===== src/rtl/drum_pkg.sv =====
// Shared definitions for the drum machine blocks: system mode encoding
// (matches the mode controller) and default array dimensions.
package drum_pkg;

    typedef enum logic [1:0] {
        EDIT = 2'd0,
        PLAY = 2'd1,
        RAW  = 2'd2
    } sysmode_t;

    localparam int DEF_NUM_TRACKS = 4;
    localparam int DEF_NUM_STEPS  = 16;
    localparam int DEF_PERIOD_W   = 24;

endpackage


===== src/rtl/step_timer.sv =====
// Step timer: free-running counter that emits a one-cycle tick every
// max(period,1) clocks while run is high; restart or !run clears it.
module step_timer #(
    parameter int PERIOD_W = 24
) (
    input  logic                clk,
    input  logic                rst,
    input  logic                run,
    input  logic                restart,
    input  logic [PERIOD_W-1:0] period,
    output logic                tick
);

    logic [PERIOD_W-1:0] count;
    logic [PERIOD_W-1:0] last;

    // Period 0 behaves as 1; a shrinking period lets count wrap through overflow.
    assign last = (period == '0) ? '0 : period - PERIOD_W'(1);
    assign tick = run && !restart && (count == last);

    always_ff @(posedge clk or posedge rst) begin
        if (rst) begin
            count <= '0;
        end else if (!run || restart || tick) begin
            count <= '0;
        end else begin
            count <= count + PERIOD_W'(1);
        end
    end

endmodule


===== src/rtl/step_sequencer.sv =====
// Pattern sequencer: edits a track x step pattern in EDIT, plays it back as
// trigger pulses in PLAY, and always forwards live pad strobes to trig.
module step_sequencer
    import drum_pkg::*;
#(
    parameter int NUM_TRACKS = DEF_NUM_TRACKS,
    parameter int NUM_STEPS  = DEF_NUM_STEPS,
    parameter int PERIOD_W   = DEF_PERIOD_W
) (
    input  logic                          clk,
    input  logic                          rst,
    input  logic [1:0]                    mode,
    input  logic [PERIOD_W-1:0]           step_period,
    input  logic                          cursor_left,
    input  logic                          cursor_right,
    input  logic                          edit_toggle,
    input  logic [$clog2(NUM_TRACKS)-1:0] edit_track,
    input  logic [NUM_TRACKS-1:0]         pad,
    output logic [NUM_TRACKS-1:0]         trig,
    output logic [$clog2(NUM_STEPS)-1:0]  step_idx,
    output logic [$clog2(NUM_STEPS)-1:0]  cursor,
    output logic                          beat
);

    localparam int SW = $clog2(NUM_STEPS);

    logic [NUM_TRACKS-1:0][NUM_STEPS-1:0] pattern;
    logic [1:0]                           prev_mode;
    logic                                 is_play;
    logic                                 is_edit;
    logic                                 start;
    logic                                 tick;
    logic [SW-1:0]                        next_step;
    logic [SW-1:0]                        read_step;
    logic [NUM_TRACKS-1:0]                column;

    assign is_play   = (mode == PLAY);
    assign is_edit   = (mode == EDIT) || (mode == 2'd3);
    assign start     = is_play && (prev_mode != PLAY);
    assign next_step = step_idx + SW'(1);
    assign read_step = start ? '0 : next_step;

    always_comb begin
        column = '0;
        for (int t = 0; t < NUM_TRACKS; t++) begin
            column[t] = pattern[t][read_step];
        end
    end

    step_timer #(
        .PERIOD_W (PERIOD_W)
    ) u_timer (
        .clk     (clk),
        .rst     (rst),
        .run     (is_play),
        .restart (start),
        .period  (step_period),
        .tick    (tick)
    );

    // Play path: pads are merged into every trigger, pattern hits only on step edges.
    always_ff @(posedge clk or posedge rst) begin
        if (rst) begin
            prev_mode <= EDIT;
            trig      <= '0;
            beat      <= 1'b0;
            step_idx  <= '0;
        end else begin
            prev_mode <= mode;
            trig      <= pad;
            beat      <= 1'b0;
            if (start) begin
                step_idx <= '0;
                trig     <= column | pad;
                beat     <= 1'b1;
            end else if (is_play && tick) begin
                step_idx <= next_step;
                trig     <= column | pad;
                beat     <= (next_step == '0);
            end
        end
    end

    // Edit path: toggle uses the cursor value from before this cycle's move.
    always_ff @(posedge clk or posedge rst) begin
        if (rst) begin
            pattern <= '0;
            cursor  <= '0;
        end else if (is_edit) begin
            if (edit_toggle && (int'(edit_track) < NUM_TRACKS)) begin
                pattern[edit_track][cursor] <= ~pattern[edit_track][cursor];
            end
            if (cursor_right && !cursor_left) begin
                cursor <= cursor + SW'(1);
            end else if (cursor_left && !cursor_right) begin
                cursor <= cursor - SW'(1);
            end
        end
    end

endmodule


===== config.mk =====
export PLATFORM = sky130hd
export DESIGN_NAME = step_sequencer
export DESIGN_NICKNAME = d
export VERILOG_FILES = /design/src/rtl/drum_pkg.sv /design/src/rtl/step_timer.sv /design/src/rtl/step_sequencer.sv
export SDC_FILE = /design/constraint.sdc
export NUM_CORES = 1
export LEC_CHECK = 0
export CORE_ASPECT_RATIO = 0.9
export CORE_MARGIN = 1.5
export CORE_UTILIZATION = 55
export DETAILED_ROUTE_END_ITERATION = 7
export PLACE_DENSITY = 0.79
export SLEW_MARGIN = 10
export SYNTH_ARGS = -nofsm -noshare
export SYNTH_HDL_FRONTEND = slang
export SYNTH_SLANG_ARGS = --single-unit

===== constraint.sdc =====
create_clock -name clk -period 3.5 [get_ports clk]
set_input_delay 0.35 -clock clk [delete_from_list [all_inputs] [get_ports clk]]
set_output_delay 0.35 -clock clk [all_outputs]
set_load 0.02 [all_outputs]

==> impl_metrics.ini, run 1 <==
[clocking]
cts_tree = built
cts.sinks = 103
clk_pin_slew_ns = 0.07
clockBufferDepth = 2
cts_made_buffers = 9
clkLatencyLatePin_ns = 0.35
clock-root-buffer = clkbuf_16
h-tree-depth = 3

[yosys]
synth_top_area_share_pct = 34.5
syn_area_sq_mm = 0.00746
synth_commonest_cells = dfrtp_1 (103), nand2_1 (91), mux2_2 (70)
synthArstFlopShare_pct = 100
ys.flop_type = dfrtp_1
ys_types = 70
ys_seq_area_share_pct = 34.5
ys_ff_latch = 103
yosysWarnings = 0
synthesis.nets = 825
avgSynthCellArea_sq_um = 9.58
syn_inst = 779
synth_edf_count = 0
yosysMostFrequentCell = dfrtp_1
synthTopCellsByArea = dfrtp_1 (35%), mux2_2 (11%), mux4_2 (8.7%), nand2_1 (4.6%), nor3_1 (3.4%)
synth.largest_area_cell = dfrtp_1

[status]
violations = design-rule violations
status = finished with violations

[finish]
n_antenna_cell = 0
area.growth.synth_to_final_pct = 26.2
final_util_pct = 70.8
num-fill-cells = 974
drive_gt1_share_pct = 30.6
fin_nets = 952
multiInputGateArea_sq_mm = 0.00477
regArea_sq_mm = 0.00258

[worst_setup_path]
r2r-end = step_idx[0]
worst_setup_path_start_kind = primary input
cp.required_ns = 3.72
crit_fanout = 9
endpoint = u_timer.count[13]
critical_path_class = primary input to flip-flop
crit_path_end_kind = flip-flop
reg2regPathDepth = 9
cp.arrival_ns = 3.61
startpoint = step_period[4]
r2r-start = u_timer.count[2]
worst-r2r-setup-slack_ns = 0.86

[sta]
hold_violations = 0
slew_viol_final = 0
period_share_pct = 96.8
max_freq_ghz = 0.295
setup_viol = 0
skew_ns = 0.0106
min_period_ns = 3.39
whs_ns = 0.478
tightestPinTransition_ns = 0.860
fin_ws_ns = 0.111
relSlewSlack_pct = 42.7

[global_routing]
grt_max_degree = 71
antenna_found_initial = 0
gr-total-overflow = 0
grtUsageTotal_pct = 32.4
grt_pass1_wl_um = 36700
grt_pass1_vias = 6870

[drt]
wl_per_cell_um = 20.7
drc_errors = 5
first_pass_iters = 8
viasPerCell = 6.55
ant_nets = 0
first_iter_violations = 796
routed_wl_um = 22300
vias = 7070

[flow_run]
max-cap-violations = 0

[power_and_ir_drop]
leakage_nw = 3.93
powerDensity_mw_per_mm2 = 503
peakVddDrop_v = 0.000423

[die]
die_width_um = 126
ios = 50
core_area_sq_mm = 0.0133
start_util_pct = 56.1
die-area_sq_mm = 0.0143
fp.dieH_um = 114
placementRows = 40

[hold_path]
hold_class = primary input to flip-flop

[place]
hpwlAfterDp_um = 16700
io_buffers = 49
gp_congestion = 0.980
place_ws_ns = -0.537
worst min-delay path by stage:
stage / startpoint / end / depth (start not counted) / slack (ns)
2_1_floorplan: mode[0] / prev_mode[0] / 0 / 0.38
3_3_place_gp: pattern[17] / pattern[17] / 1 / 0.51
3_5_place_dp: pattern[17] / pattern[17] / 1 / 0.51
4_1_cts: mode[0] / prev_mode[0] / 1 / 0.47
5_1_grt: mode[0] / prev_mode[0] / 1 / 0.49
6_report: mode[0] / prev_mode[0] / 1 / 0.48
routing by layer:
metal  track usage [%]  up-vias  share of wire, %
li1                  -     3137                 -
met1              46.8     3502                43
met2              47.7      380                44
met3              9.62       51                11
met4              8.89        0               1.9
met5                 0        -                 0
layout make-up:
type,count,area share [%]
flip-flops and latches,103,27.4
inverters,12,0.505
multi-input cells,608,50.7
clock buffers,12,2.62
well taps,168,2.23
repair buffers,172,15.8
clock inverters,4,0.810
power by group:
part	leakage [nW]	switching, mW	total (mW)	internal (mW)
Combinational	2.39	0.805	1.71	0.909
Clock	0.153	0.435	1.08	0.649
Sequential	1.38	0.415	1.94	1.53
Total	3.93	1.66	4.74	3.08
worst max-delay path, cell delays in order:
cell and delay, ns:
clkdlybuf4s50_1 0.43, buf_4 0.15, or3_1 0.40, o41ai_1 0.38, buf_4 0.18, and4_1 0.18
o21ai_0 0.21, a2111oi_0 0.46, nand4_1 0.21, nor4_4 0.26, buf_4 0.19, clkbuf_16 0.16
nor3_1 0.05
cell usage in the layout, fill, tap and decap left out, types with 6 or more instances in the layout:
master	netlist	final
buf_4	2	117
dfrtp_1	103	103
nand2_1	91	91
mux2_2	70	70
nor2_1	63	63
nor3_1	50	48
clkdlybuf4s50_1	0	47
mux4_2	29	29
xnor2_1	23	21
xor2_1	21	21
nand3_1	19	18
nand2b_1	17	17
a21oi_1	16	16
nand4_1	14	14
mux2i_1	12	12
o21ai_0	14	12
o211ai_1	12	12
nor4_1	16	11
inv_1	12	11
clkbuf_16	0	10
or2_2	9	9
or3_1	10	9
and2_1	8	8
and3_1	7	7
ha_1	8	7
or4_1	9	6
registers in the layout, summed over array words and instances (netlist names):
signal and cells:
step_idx 4, trig 4, u_timer.count 24, beat 1, prev_mode 2, pattern 64
cursor 4
through the flow:
stage          cells  TNS [ns]  power [mW]  instance area (sq um)
2_1_floorplan    779         0        2.91                   7480
3_3_place_gp    1057    -10.68        3.49                   8890
3_5_place_dp    1057    -13.33        3.60                   8890
4_1_cts         1074         0        4.69                   9240
5_1_grt         1079  -0.00204        4.95                   9420
6_report        1079         0        4.74                   9420
cells by family (layout without fill, tap and decap cells):
kind of cell	count (synthesis)	count (layout)	synth area share, %
buffers and inverters	68	200	3.79
muxes	111	111	20.9
xor gates and xnor gates	46	46	5.78
DFF	103	103	34.5
and+or+nand+nor	342	342	24.0
adders and majority gates	9	9	1.61
AOI/OAI and AO/OA	100	100	9.40
repair_timing:
action                     4_1_cts  5_1_grt
setup endpoints to repair       32       33
hold buffers                     0        0
gates cloned                     0        1
gates resized for setup          4       29
buffers inserted                 1        4
pin swaps                        5       12
Power figures use the tool's default switching activity.
==> inputs of run 2 (changes only) <==
- CTS_BUF_LIST: unset -> sky130_fd_sc_hd__clkbuf_4
- SETUP_SLACK_MARGIN: unset -> 0.05
==> run 2 against run 1 <==
- the flow still finishes with violations (design-rule violations)
- utilization shrank 2.3 points
- global-route usage down 1.2 points
- critical path depth unchanged
- critical path type unchanged
- largest power group unchanged
- clock-buffer cell count decreased by 3
==> impl_metrics.ini, run 2 (same netlist as run 1, synthesis figures left out) <==
[finish]
drive_gt1_share_pct = 29.6
n_antenna_cell = 0
finalInstanceArea_sq_mm = 0.00911
largest_register = pattern
largest_reg_flops = 64
final_util_pct = 68.5
layout_commonest_cell = buf_4
num-fill-cells = 993
final_cell_mix = buf_4 (112), dfrtp_1 (103), nand2_1 (91), mux2_2 (70), nor2_1 (62)
fin_nets = 943
area.growth.synth_to_final_pct = 22.1
reg_top3 = pattern x64, u_timer.count x24

[place]
gp_congestion = 0.953
io_buffers = 49
place_area_sq_mm = 0.00882
hpwlAfterDp_um = 16600

[clocking]
clockBufferDepth = 2
cts_hold_buf = 0
clkLatencyLatePin_ns = 0.49
h-tree-depth = 3
cts.sinks = 103
cts_made_buffers = 9
cts_tree = built
clock-root-buffer = clkbuf_4
clk_pin_slew_ns = 0.16

[die]
die-area_sq_mm = 0.0143
die_width_um = 126
placementRows = 40
fp.dieH_um = 114
ios = 50
core_area_sq_mm = 0.0133
start_util_pct = 56.1

[worst_setup_path]
path_delay_family = simple AND/OR/NAND/NOR gates
worst_setup_path_start_kind = primary input
r2r-end = step_idx[1]
critPathMaxStageDelay_ns = 0.65
cp.required_ns = 3.91
endpoint = step_idx[1]
path_buf_inv = 4
cp.arrival_ns = 3.74
crit_fanout = 7
cp_num_cells = 13
reg2regPathDepth = 8
crit_path_cell_trace = clkdlybuf4s50_1 > inv_1 > ha_2 > or4b_1 > buf_4 > nor4_4 > buf_4 > mux2i_1 > o32ai_1 > a32oi_1 > o2111ai_2 > or4_4 > mux2i_1
critical_path_class = primary input to flip-flop
worst-r2r-setup-slack_ns = 0.53
cp_slowest_cell = or4_4
r2r-start = u_timer.count[2]
startpoint = step_period[1]
crit_path_end_kind = flip-flop

[status]
status = finished with violations
violations = design-rule violations

[sta]
setup_viol = 0
hold_violations = 0
period_share_pct = 95.2
relSlewSlack_pct = 28.8
rsz0062_at_grt = false
tightestPinTransition_ns = 1.07
max_freq_ghz = 0.300
slew_viol_final = 0
tns_ns = 0
skew_ns = 0.0253
whs_ns = 0.430
min_period_ns = 3.33

[global_routing]
grt_max_degree = 88
antenna_found_initial = 0
grtUsageTotal_pct = 31.1
grt_pass1_vias = 6688
grt_pass1_wl_um = 35000
gr-total-overflow = 0

[flow_run]
max-cap-violations = 0

[power_and_ir_drop]
peakVddDrop_v = 0.000458
leakage_nw = 3.75
powerDensity_mw_per_mm2 = 461

[drt]
drc_errors = 4
first_iter_violations = 884
vias = 6962
routed_wl_um = 21900
ant_nets = 0
wl_per_cell_um = 20.4
first_pass_iters = 8
viasPerCell = 6.51

[hold_path]
holdPathStages = 1
hold_class = primary input to flip-flop
-- run 2: cell types whose count changed in the layout (fill, tap and decap cells not counted), sizes merged --
cell,delta
buf,-8
clkbuf,-4
clkdlybuf4s50,+2
clkinvlp,+2
dlymetal6s2s,-2
inv,+2
bufinv,-1
-- run 2: where the power goes --
part	total (mW)	internal (mW)	switching [mW]
logic	1.61	0.842	0.771
clock network	0.637	0.225	0.413
registers	1.95	1.52	0.431
-- run 2: layout make-up --
type	instances	area, sq um	share of cell area [%]
Clock buffer	9	67.6	0.741
Timing Repair Buffer	163	1370	15.0
Tap cell	168	210	2.31
Inverter	12	47.5	0.522
Sequential cell	103	2580	28.3
Clock inverter	7	78.8	0.865
Multi-Input combinational cell	608	4760	52.2
-- run 2: how the worst min path moves through the flow --
stage | from | to | slack (ns)
6_report | mode[0] | prev_mode[0] | 0.43
5_1_grt | mode[0] | prev_mode[0] | 0.41
4_1_cts | mode[1] | prev_mode[1] | 0.43
3_5_place_dp | pattern[44] | pattern[44] | 0.52
3_3_place_gp | step_idx[0] | step_idx[0] | 0.50
2_1_floorplan | mode[0] | prev_mode[0] | 0.38
-- run 2: per-stage QoR --
stage	cells	setup slack [ns]	power, mW
after floorplan	779	0.0491	2.91
after global placement	1052	-0.428	3.40
after detailed placement	1052	-0.511	3.53
after CTS	1068	0.0673	4.16
after global routing	1070	0.0430	4.39
final	1070	0.170	4.20
-- run 2: metal layers --
layer  track usage [%]  up-vias  share of wire (%)
li1                  -     3127                  -
met1              45.7     3392                 44
met2              47.1      393                 44
met3              6.99       50                 10
met4              7.82        0                1.5
met5                 0        -                  0
-- run 2: timing repair --
action / CTS / global route
resized for setup: 1 / 27
endpoints found under the setup margin: 6 / 33
cloned: 0 / 0
pin swaps: 0 / 10
setup buffers: 0 / 2
-- run 2: worst reg2reg max path, cell delays in order (launching register included) --
cell and delay (ns):
dfrtp_1 0.52, xnor2_1 0.22, nor2_1 0.06, o311ai_0 0.53, nand4_1 0.23, a32oi_1 0.32, o2111ai_2 0.19, or4_4 0.65
mux2i_1 0.20
